`config.mk`:
```
export PLATFORM = sky130hd
export DESIGN_NAME = pwm_multi_ch
export DESIGN_NICKNAME = d
export VERILOG_FILES = /design/src/rtl/pwm_pkg.sv /design/src/rtl/pwm_ch.sv /design/src/rtl/pwm_multi_ch.sv
export SDC_FILE = /design/constraint.sdc
export NUM_CORES = 1
export LEC_CHECK = 0
export ABC_AREA = 1
export BUFFER_PORTS_ARGS = -buffer_cell sky130_fd_sc_hd__buf_4
export CORE_UTILIZATION = 35
export DETAILED_ROUTE_END_ITERATION = 10
export GPL_TIMING_DRIVEN = 1
export SYNTH_ARGS = -nofsm -noshare
export SYNTH_HDL_FRONTEND = slang
export SYNTH_SLANG_ARGS = --single-unit
```
`constraint.sdc`:
```
create_clock -name clk -period 2 [get_ports clk]
set_input_delay 0 -clock clk [delete_from_list [all_inputs] [get_ports clk]]
set_output_delay 0 -clock clk [all_outputs]
set_load 0.03 [all_outputs]
```
`src/rtl/pwm_pkg.sv`:
```
// Shared types and default sizing for the multi-channel PWM block.
// Center-aligned counting is compiled in only when PWM_CENTER_EN is defined.
package pwm_pkg;

    typedef enum logic {
        PWM_MODE_EDGE   = 1'b0,
        PWM_MODE_CENTER = 1'b1
    } pwm_mode_e;

    localparam int PWM_DEF_WIDTH = 8;
    localparam int PWM_DEF_NCH   = 4;

endpackage

```
`src/rtl/pwm_ch.sv`:
```
// One PWM channel: compares the shared counter against this channel's
// set/clear thresholds and keeps the registered output level.
// Clear always has priority over set in the same cycle.
module pwm_ch
    import pwm_pkg::*;
#(
    parameter int WIDTH = PWM_DEF_WIDTH
) (
    input  logic             clk,
    input  logic             res_ni,
    input  logic             ena_i,
    input  logic [WIDTH-1:0] cnt_i,
    input  logic             set_ok_i,
    input  logic             clr_ok_i,
    input  logic [WIDTH-1:0] set_thres_i,
    input  logic [WIDTH-1:0] clr_thres_i,
    output logic             pwm_o
);

    logic pwm_q;
    logic pwm_d;

    // Decide the next output level from the current count
    always_comb begin
        pwm_d = pwm_q;
        if (clr_ok_i && (cnt_i == clr_thres_i)) begin
            pwm_d = 1'b0;
        end else if (set_ok_i && (cnt_i == set_thres_i)) begin
            pwm_d = 1'b1;
        end
    end

    // Output register, frozen while the block is disabled
    always_ff @(posedge clk or negedge res_ni) begin
        if (!res_ni) begin
            pwm_q <= 1'b0;
        end else if (ena_i) begin
            pwm_q <= pwm_d;
        end
    end

    assign pwm_o = pwm_q;

endmodule

```
`src/rtl/pwm_multi_ch.sv`:
```
// Multi-channel PWM: shared period counter, shadowed configuration that is
// committed only at a period end (glitch-free updates), and NCH channel
// compare stages. Define PWM_CENTER_EN to compile in center-aligned counting;
// otherwise mode_i is ignored and edge counting always applies.
module pwm_multi_ch
    import pwm_pkg::*;
#(
    parameter int WIDTH = PWM_DEF_WIDTH,
    parameter int NCH   = PWM_DEF_NCH
) (
    input  logic                 clk,
    input  logic                 res_ni,
    input  logic                 ena,
    input  logic [WIDTH-1:0]     period_i,
    input  logic [NCH*WIDTH-1:0] set_thres_i,
    input  logic [NCH*WIDTH-1:0] clr_thres_i,
    input  logic                 mode_i,
    input  logic                 load_i,
    output logic                 pending_o,
    output logic                 period_end_o,
    output logic [WIDTH-1:0]     cnt_o,
    output logic [NCH-1:0]       pwm_o
);

    localparam logic [WIDTH-1:0] ONE = WIDTH'(1);

    logic [WIDTH-1:0]     cnt_q;
    logic [WIDTH-1:0]     cnt_d;
    logic [WIDTH-1:0]     sh_period_q;
    logic [WIDTH-1:0]     act_period_q;
    logic [NCH*WIDTH-1:0] sh_set_q;
    logic [NCH*WIDTH-1:0] sh_clr_q;
    logic [NCH*WIDTH-1:0] act_set_q;
    logic [NCH*WIDTH-1:0] act_clr_q;
    logic                 pending_q;
    logic                 commit;
    logic                 load_acc;
    logic                 set_ok;
    logic                 clr_ok;

`ifdef PWM_CENTER_EN
    pwm_mode_e sh_mode_q;
    pwm_mode_e act_mode_q;
    logic      dir_down_q;
    logic      dir_down_d;

    // Next count and direction; direction marks the state of the count it
    // accompanies, so the top count P is already "down" and 0 is "up"
    always_comb begin
        cnt_d      = cnt_q;
        dir_down_d = dir_down_q;
        if (act_period_q == '0) begin
            cnt_d = '0;
        end else if (act_mode_q == PWM_MODE_EDGE) begin
            cnt_d = (cnt_q >= act_period_q) ? '0 : cnt_q + ONE;
        end else if (dir_down_q) begin
            cnt_d = (cnt_q == '0) ? ONE : cnt_q - ONE;
        end else begin
            cnt_d = (cnt_q >= act_period_q) ? cnt_q - ONE : cnt_q + ONE;
        end
        if (cnt_d == '0) begin
            dir_down_d = 1'b0;
        end else if ((act_mode_q == PWM_MODE_CENTER) && (cnt_d == act_period_q)) begin
            dir_down_d = 1'b1;
        end
    end

    // Direction register; reaching 0 (every commit) forces it back to up
    always_ff @(posedge clk or negedge res_ni) begin
        if (!res_ni) begin
            dir_down_q <= 1'b0;
        end else if (ena) begin
            dir_down_q <= dir_down_d;
        end
    end

    // Mode follows the same shadow/active path as the other settings
    always_ff @(posedge clk or negedge res_ni) begin
        if (!res_ni) begin
            sh_mode_q  <= PWM_MODE_EDGE;
            act_mode_q <= PWM_MODE_EDGE;
        end else begin
            if (commit) begin
                act_mode_q <= sh_mode_q;
            end
            if (load_acc) begin
                sh_mode_q <= pwm_mode_e'(mode_i);
            end
        end
    end

    assign set_ok = (act_mode_q == PWM_MODE_EDGE) || !dir_down_q;
    assign clr_ok = (act_mode_q == PWM_MODE_EDGE) || dir_down_q;
`else
    logic unused_mode;

    // Edge counting only: 0..P then wrap
    always_comb begin
        cnt_d = '0;
        if ((act_period_q != '0) && (cnt_q < act_period_q)) begin
            cnt_d = cnt_q + ONE;
        end
    end

    assign set_ok      = 1'b1;
    assign clr_ok      = 1'b1;
    assign unused_mode = mode_i;
`endif

    assign load_acc     = ena && load_i;
    assign period_end_o = ena && (cnt_d == '0);
    assign commit       = period_end_o && pending_q;

    // Shared counter, frozen while disabled
    always_ff @(posedge clk or negedge res_ni) begin
        if (!res_ni) begin
            cnt_q <= '0;
        end else if (ena) begin
            cnt_q <= cnt_d;
        end
    end

    // Shadow capture, active commit and pending flag; a load in the commit
    // cycle commits the old shadow and keeps the new one pending
    always_ff @(posedge clk or negedge res_ni) begin
        if (!res_ni) begin
            sh_period_q  <= '0;
            sh_set_q     <= '0;
            sh_clr_q     <= '0;
            act_period_q <= '0;
            act_set_q    <= '0;
            act_clr_q    <= '0;
            pending_q    <= 1'b0;
        end else begin
            if (commit) begin
                act_period_q <= sh_period_q;
                act_set_q    <= sh_set_q;
                act_clr_q    <= sh_clr_q;
            end
            if (load_acc) begin
                sh_period_q <= period_i;
                sh_set_q    <= set_thres_i;
                sh_clr_q    <= clr_thres_i;
                pending_q   <= 1'b1;
            end else if (commit) begin
                pending_q <= 1'b0;
            end
        end
    end

    genvar gi;
    generate
        for (gi = 0; gi < NCH; gi++) begin : g_ch
            pwm_ch #(
                .WIDTH(WIDTH)
            ) u_ch (
                .clk        (clk),
                .res_ni     (res_ni),
                .ena_i      (ena),
                .cnt_i      (cnt_q),
                .set_ok_i   (set_ok),
                .clr_ok_i   (clr_ok),
                .set_thres_i(act_set_q[gi*WIDTH +: WIDTH]),
                .clr_thres_i(act_clr_q[gi*WIDTH +: WIDTH]),
                .pwm_o      (pwm_o[gi])
            );
        end
    endgenerate

    assign pending_o = pending_q;
    assign cnt_o     = cnt_q;

endmodule

```
==> metrics.csv, run 1 <==
metric;value;unit
grt_pass1_vias;5902;
grt_max_degree;61;
ios;91;
firstDrtPassIters;6;
relSlewSlack;57.8;%
postRouteAntennaNets;0;
port-buffer-count;89;
cts_tree;yes;
crit_start;act_period_q[6]$_DFFE_PN0P_;
grt_usage;18.0;%
skew;13.1;ps
cts-htree-levels;4;
synthesis.area;7550;sq um
cp.required;2320;ps
syn_inst;735;
period_share;114;%
viasPerCell;4.99;
cp-endpoint;act_clr_q[1]$_DFFE_PN0P_;
dp.cells;1093;
yosys.area_share.simple;20.4;%
fmax;440;MHz
p_total;0.0172;W
synth-compound-area-share;4.75;%
hold_viol;0;
rows;53;
cellLeakagePower;5.12;nW
path_class;flop to flop;
rsz0062_at_grt;yes;
nets;1031;
powerDensity;1560;nW/um^2
run_status;finished, violations left;
dp_hpwl;12100;um
die-height;149;um
drc;0;
r2r_slack;-270;ps
routabilityCongestion;0.833;
synth_xor_area_share;3.13;%
clk_pin_slew;60;ps
rr_worst_depth;14;
synth_top_area_share;52.0;%
synthAdderAreaFrac;1.33;%
min_path_type;input pin to flop;
max_slew.worst_pin.slew;633;ps
ir_worst_vdd;1.32;mV
die_w;149;um
switchingPower;0.00693;W
vias;6155;
yosys-mux-area-fraction;10.7;%
core;21100;sq um
multi_input_area;3640;sq um
synth_common_cells;199 x nand2_1, 157 x dfrtp_1, 73 x nand4_1;
ys_async_sr_fraction;100;%
grt_antenna_before_repair;0;
synth_nets;820;
grt_overflow;0;
areaGrowthSynthToFinish;46.3;%
slew_violations;0;
cts_root_buf;clkbuf_16;
pwr-share-seq;29.2;%
synth.most_common_cell;nand2_1;
routed_wl;20100;um
synth_area_leaders;dfrtp_1 52%, mux2_2 11%, nand2_1 9.9%;
dieArea;22200;sq um
violations;negative setup slack;
startpoint_type;flop;
layout-drive-gt1-share;43.3;%
combPwrFrac;52.0;%
clk_latency;440;ps
setup_slack;-272;ps
worstReg2RegStart;act_period_q[6]$_DFFE_PN0P_;
worstPathArrival;2590;ps
synth.avg_cell_area;10.3;sq um
yosys_most_used_dff;dfrtp_1;
yosys_register_bits;157;
power.internal;0.0103;W
seq_area;3940;sq um
setup_viol;73;
seq_area_frac_synth;52.0;%
final-instance-count-excl-fill;1233;
end_kind;flop;
clkPwrFrac;18.8;%
cap_violations;0;
n_antenna_cell;0;
cts.sinks;157;
drt_iter0_markers;271;
reg2reg_to;act_clr_q[1]$_DFFE_PN0P_;
ys_warn_count;0;
critical_path.max_fanout;8;
netSwitchingFraction;40.2;%
start_util;35.8;%
hold_depth;3;
grt_pass1_wl;30900;um
synth_top_family_by_area;simple AND/OR/NAND/NOR gates;
synth_top_area_cell;dfrtp_1;
synth_edf_count;0;
synth.distinct_cells;40;
cts-buffers-inserted;17;
cts_buffer_depth;2;
wl_per_cell;16.3;um
fin_crit;2270;ps
fillCellCount;1872;
==> power by group through the flow <==
stage | Clock, W | Combinational [W] | Sequential, W
after floorplan | 0 | 0.00486 | 0.00480
after global placement | 0 | 0.00574 | 0.00487
after detailed placement | 0 | 0.00584 | 0.00488
after CTS | 0.00330 | 0.00708 | 0.00484
after global routing | 0.00344 | 0.00962 | 0.00513
final | 0.00324 | 0.00897 | 0.00502
==> per-stage QoR <==
step	setup TNS, ps	utilization [%]	cell area, sq um	worst slack [ps]	hold slack (ps)
floorplan	0	-	7600	1.65	-296
global placement	-1010	40.9	8620	-71.7	-12.3
detailed placement	-4380	40.9	8620	-107	-11.1
CTS	-14890	48.4	10200	-245	35.6
global route	-24590	52.4	11100	-375	62.1
finish	-17520	52.4	11100	-272	24.5
==> cells in the final DEF, fill, tap and decap left out, drive strengths merged <==
cell type and instances:
or2 1, o22ai 5, a31oi 3, bufbuf 1, nand3 21, nor3 7, buf 162, mux2 72
nand3b 1, nand4 73, dlygate4sd3 74, a22o 1, bufinv 3, xor2 14, a21oi 11, o21ai 27
nor4b 1, clkinvlp 3, inv 30, nor2 20, ha 8, o2111ai 5, dfrtp 157, clkinv 5
a211oi 5, a221oi 2, o21a 1, nand2 201, nor4 2, xnor2 13, clkbuf 29
==> how the worst min path moves through the flow <==
stage	slack, ps	startpoint	to
after floorplan	-300	res_ni	act_clr_q[0]$_DFFE_PN0P_
after global placement	-10	res_ni	sh_set_q[21]$_DFFE_PN0P_
after detailed placement	-10	res_ni	sh_set_q[18]$_DFFE_PN0P_
after CTS	40	load_i	pending_o$_DFFE_PN0P_
after global routing	60	load_i	pending_o$_DFFE_PN0P_
final	20	load_i	pending_o$_DFFE_PN0P_
==> state kept, by name, indices dropped and copies added, names as in the netlist <==
signal	cells
sh_set_q	32
sh_clr_q	32
pending_o	1
sh_period_q	8
g_ch.u_ch.pwm_o	4
act_period_q	8
cnt_o	8
act_set_q	32
act_clr_q	32
==> per-layer routing <==
layer  vias up  wire [um]  GRT usage (%)
met3        31        863           3.06
met4         0        346           5.97
met1      3046       9130           24.7
met5         -          0              0
li1       2929          -              -
met2       149       9730           28.7
==> critical path, stage by stage, from the launching register on <==
cell and delay (ps):
dfrtp_1 400, inv_2 70, ha_4 270, nand2_1 90, nor2_4 150, nand2_8 110
nand3b_1 140, nand2_2 90, nor2_4 140, buf_6 140, nand3_4 100, clkbuf_16 190
clkbuf_16 170, nand2_4 50, nand2_2 50
==> cells by family (layout without fill, tap and decap cells) <==
group	count (synthesis)	count (layout)
multiplexers	72	72
XOR/XNOR	27	27
buffers and inverters	84	307
adder cells (fa/ha/maj)	8	8
AND/OR/NAND/NOR	327	327
AO/OA/AOI/OAI	60	60
flip-flops	157	157
==> final cells by class <==
type / instances / area share, %
sequential: 157 / 35.6
clock buffer: 21 / 3.99
clock inverter: 10 / 1.28
tap: 275 / 3.11
timing repair buffer: 245 / 22.0
inverter: 31 / 1.09
multi-input combinational: 494 / 32.9
==> timing repair <==
item                                    in CTS  in global routing
cloned                                       3                 11
hold buffers                                74                  0
hold endpoints to repair                   206                  0
endpoints found under the setup margin      74                 75
pin swaps                                    8                 12
resized for setup                           26                157
buffers inserted                            13                 11
No activity file was read; power rests on OpenSTA's default activity.
==> run 2: changes to the inputs <==
CORE_UTILIZATION = 55   (was 35)
PLACE_DENSITY = 0.76   (was unset)
SLEW_MARGIN = 5   (was unset)
clock period = 2.7 ns   (was 2 ns; I/O delays follow)
==> metrics.csv, run 2 (same netlist as run 1, synthesis figures left out) <==
metric;value;unit;change
clk_latency;430;ps;was 440 ps
cpLargestDelayFamily;simple AND/OR/NAND/NOR gates;;unchanged
grt_max_degree;89;;was 61
startpoint_type;flop;;unchanged
max_slew.worst_pin.slew;926;ps;was 633 ps
cts_buffer_depth;2;;unchanged
worstPathArrival;2550;ps;was 2590 ps
ios;91;;unchanged
grt_antenna_before_repair;0;;unchanged
slowest_delay;400;ps;about the same
clkPwrFrac;22.4;%;was 18.8%
rows;42;;was 53
min_path_type;input pin to async pin;;was input pin to flop
grt_pass1_wl;30000;um;was 30900 um
dp_hpwl;10900;um;was 12100 um
grt_usage;27.1;%;was 18.0%
cts_root_buf;clkbuf_16;;unchanged
mostFrequentLayoutCells;198 x nand2_1, 154 x dfrtp_1, 111 x buf_4, 74 x dlygate4sd3_1, 73 x nand4_1;;was 150 x dfrtp_1, 133 x buf_4, 102 x nand2_1, 74 x dlygate4sd3_1, 73 x nand4_1
cp.required;2700;ps;was 2320 ps
pre_cts_ws;256;ps;was -107 ps
setup_slack;146;ps;was -272 ps
n_antenna_cell;0;;unchanged
hold_viol;0;;unchanged
finalSetupTns;0;ps;was -17520 ps
fmax;392;MHz;
routabilityCongestion;0.888;;was 0.833
cellLeakagePower;4.70;nW;was 5.12 nW
crit_buf_inv;5;;was 4
power.internal;0.00649;W;was 0.0103 W
cts-buffers-inserted;17;;unchanged
layout-drive-gt1-share;27.2;%;was 43.3%
start_util;56.8;%;was 35.8%
drt_iter0_markers;526;;was 271
combPwrFrac;44.3;%;was 52.0%
skew;7.53;ps;was 13.1 ps
cts-htree-levels;4;;unchanged
p_total;0.0109;W;was 0.0172 W
period_share;94.6;%;
pwr-share-seq;33.3;%;was 29.2%
run_status;complete, no violations;;was finished, violations left
final_util;73.0;%;was 52.4%
critical_path.max_fanout;27;;was 8
wl_per_cell;17.3;um;was 16.3 um
end_kind;output port;;was flop
setup_viol;0;;was 73
relSlewSlack;38.3;%;was 57.8%
cts.sinks;157;;unchanged
drc;0;;unchanged
ir_worst_vdd;0.620;mV;was 1.32 mV
viasPerCell;5.65;;was 4.99
switchingPower;0.00441;W;was 0.00693 W
crit_chain;inv_1 > ha_4 > a21oi_1 > nand2_1 > nor2_4 > buf_4 > nand3_2 > nand2_2 > nor2_4 > buf_12 > nand2_1 > inv_1 > buf_4;;was inv_2 > ha_4 > nand2_1 > nor2_4 > nand2_8 > nand3b_1 > nand2_2 > nor2_4 > buf_6 > nand3_4 > clkbuf_16 > clkbuf_16 > nand2_4 > nand2_2
hold_slack;224;ps;was 24.5 ps
grt_pass1_vias;6174;;was 5902
path_class;flop to output port;;was flop to flop
vias;6124;;was 6155
slew_violations;0;;unchanged
final_common_cell;nand2_1;;was dfrtp_1
crit_slowest_cell;dfrtp_1;;unchanged
firstDrtPassIters;5;;was 6
cap_violations;0;;unchanged
nets;980;;was 1031
port-buffer-count;89;;unchanged
die_w;119;um;was 149 um
rsz0062_at_grt;no;;was yes
dieArea;14200;sq um;was 22200 sq um
grt_overflow;0;;unchanged
netSwitchingFraction;40.5;%;was 40.2%
cts_tree;yes;;unchanged
clk_pin_slew;60;ps;about the same
routed_wl;18700;um;was 20100 um
die-height;119;um;was 149 um
postRouteAntennaNets;0;;unchanged
core;13300;sq um;was 21100 sq um
fin_crit;2550;ps;
areaGrowthSynthToFinish;28.6;%;was 46.3%
powerDensity;1120;nW/um^2;was 1560 nW/um^2
run 2: cell types whose count changed in the layout (fill, tap and decap cells not counted), sizes merged:
| cell | before | now |
|---|---|---|
| clkbuf | 29 | 26 |
| clkinvlp | 3 | 2 |
| bufbuf | 1 | 0 |
| clkinv | 5 | 6 |
| buf | 162 | 117 |
| bufinv | 3 | 2 |
run 2: what timing repair did:
action	CTS	global route
hold endpoints to repair	159	0
hold buffers	74	0
pin swaps	0	4
endpoints found under the setup margin	1	1
gates cloned	0	3
gates resized for setup	4	3
setup buffers	0	9
run 2: final timing paths:
path	startpoint	end	slack (ps)	depth (start not counted)
min reg2reg	act_clr_q[29]$_DFFE_PN0P_	act_clr_q[29]$_DFFE_PN0P_	480	2
min in group clk	load_i	pending_o$_DFFE_PN0P_	260	4
max	act_period_q[7]$_DFFE_PN0P_	period_end_o	150	13
max in group asynchronous	res_ni	sh_clr_q[28]$_DFFE_PN0P_	1660	3
min	res_ni	sh_set_q[23]$_DFFE_PN0P_	220	2
max reg2reg	cnt_o[4]$_DFFE_PN0P_	act_clr_q[26]$_DFFE_PN0P_	190	12
run 2: area by class of cell:
type / instances / area, sq um
fillers: 885 / 3580
repair buffers: 194 / 1760
inverters: 31 / 116
clock inverters: 9 / 108
clock buffers: 23 / 508
well taps: 176 / 220
flip-flops and latches: 157 / 3930
multi-input cells: 494 / 3070
run 2: routing by layer:
metal / up-vias / wire length [um] / track usage (%)
li1: 2839 / - / -
met1: 3030 / 7750 / 33.9
met2: 205 / 9470 / 44.8
met3: 50 / 956 / 5.56
met4: 0 / 571 / 13.7
met5: - / 0 / 0
run 2: worst register-to-register path: cells and delay by family (launching register included):
kind	cells	cell delay [ps]
adders and majority gates	1	330
buffers and inverters	2	430
DFF	1	500
and+or+nand+nor	9	1140
run 2: power by group through the flow:
stage               registers, W  logic [W]  clock network (W)
floorplan                0.00355    0.00357                  0
CTS                      0.00361    0.00427            0.00246
detailed placement       0.00363    0.00402                  0
global route             0.00370    0.00528            0.00257
finish                   0.00363    0.00484            0.00244
global placement         0.00360    0.00382                  0
run 2: through the flow:
stage | std cells | instance area [sq um]
3_5_place_dp | 966 | 8180
3_3_place_gp | 966 | 8180
5_1_grt | 1084 | 9710
6_report | 1084 | 9710
4_1_cts | 1072 | 9550
2_1_floorplan | 735 | 7550
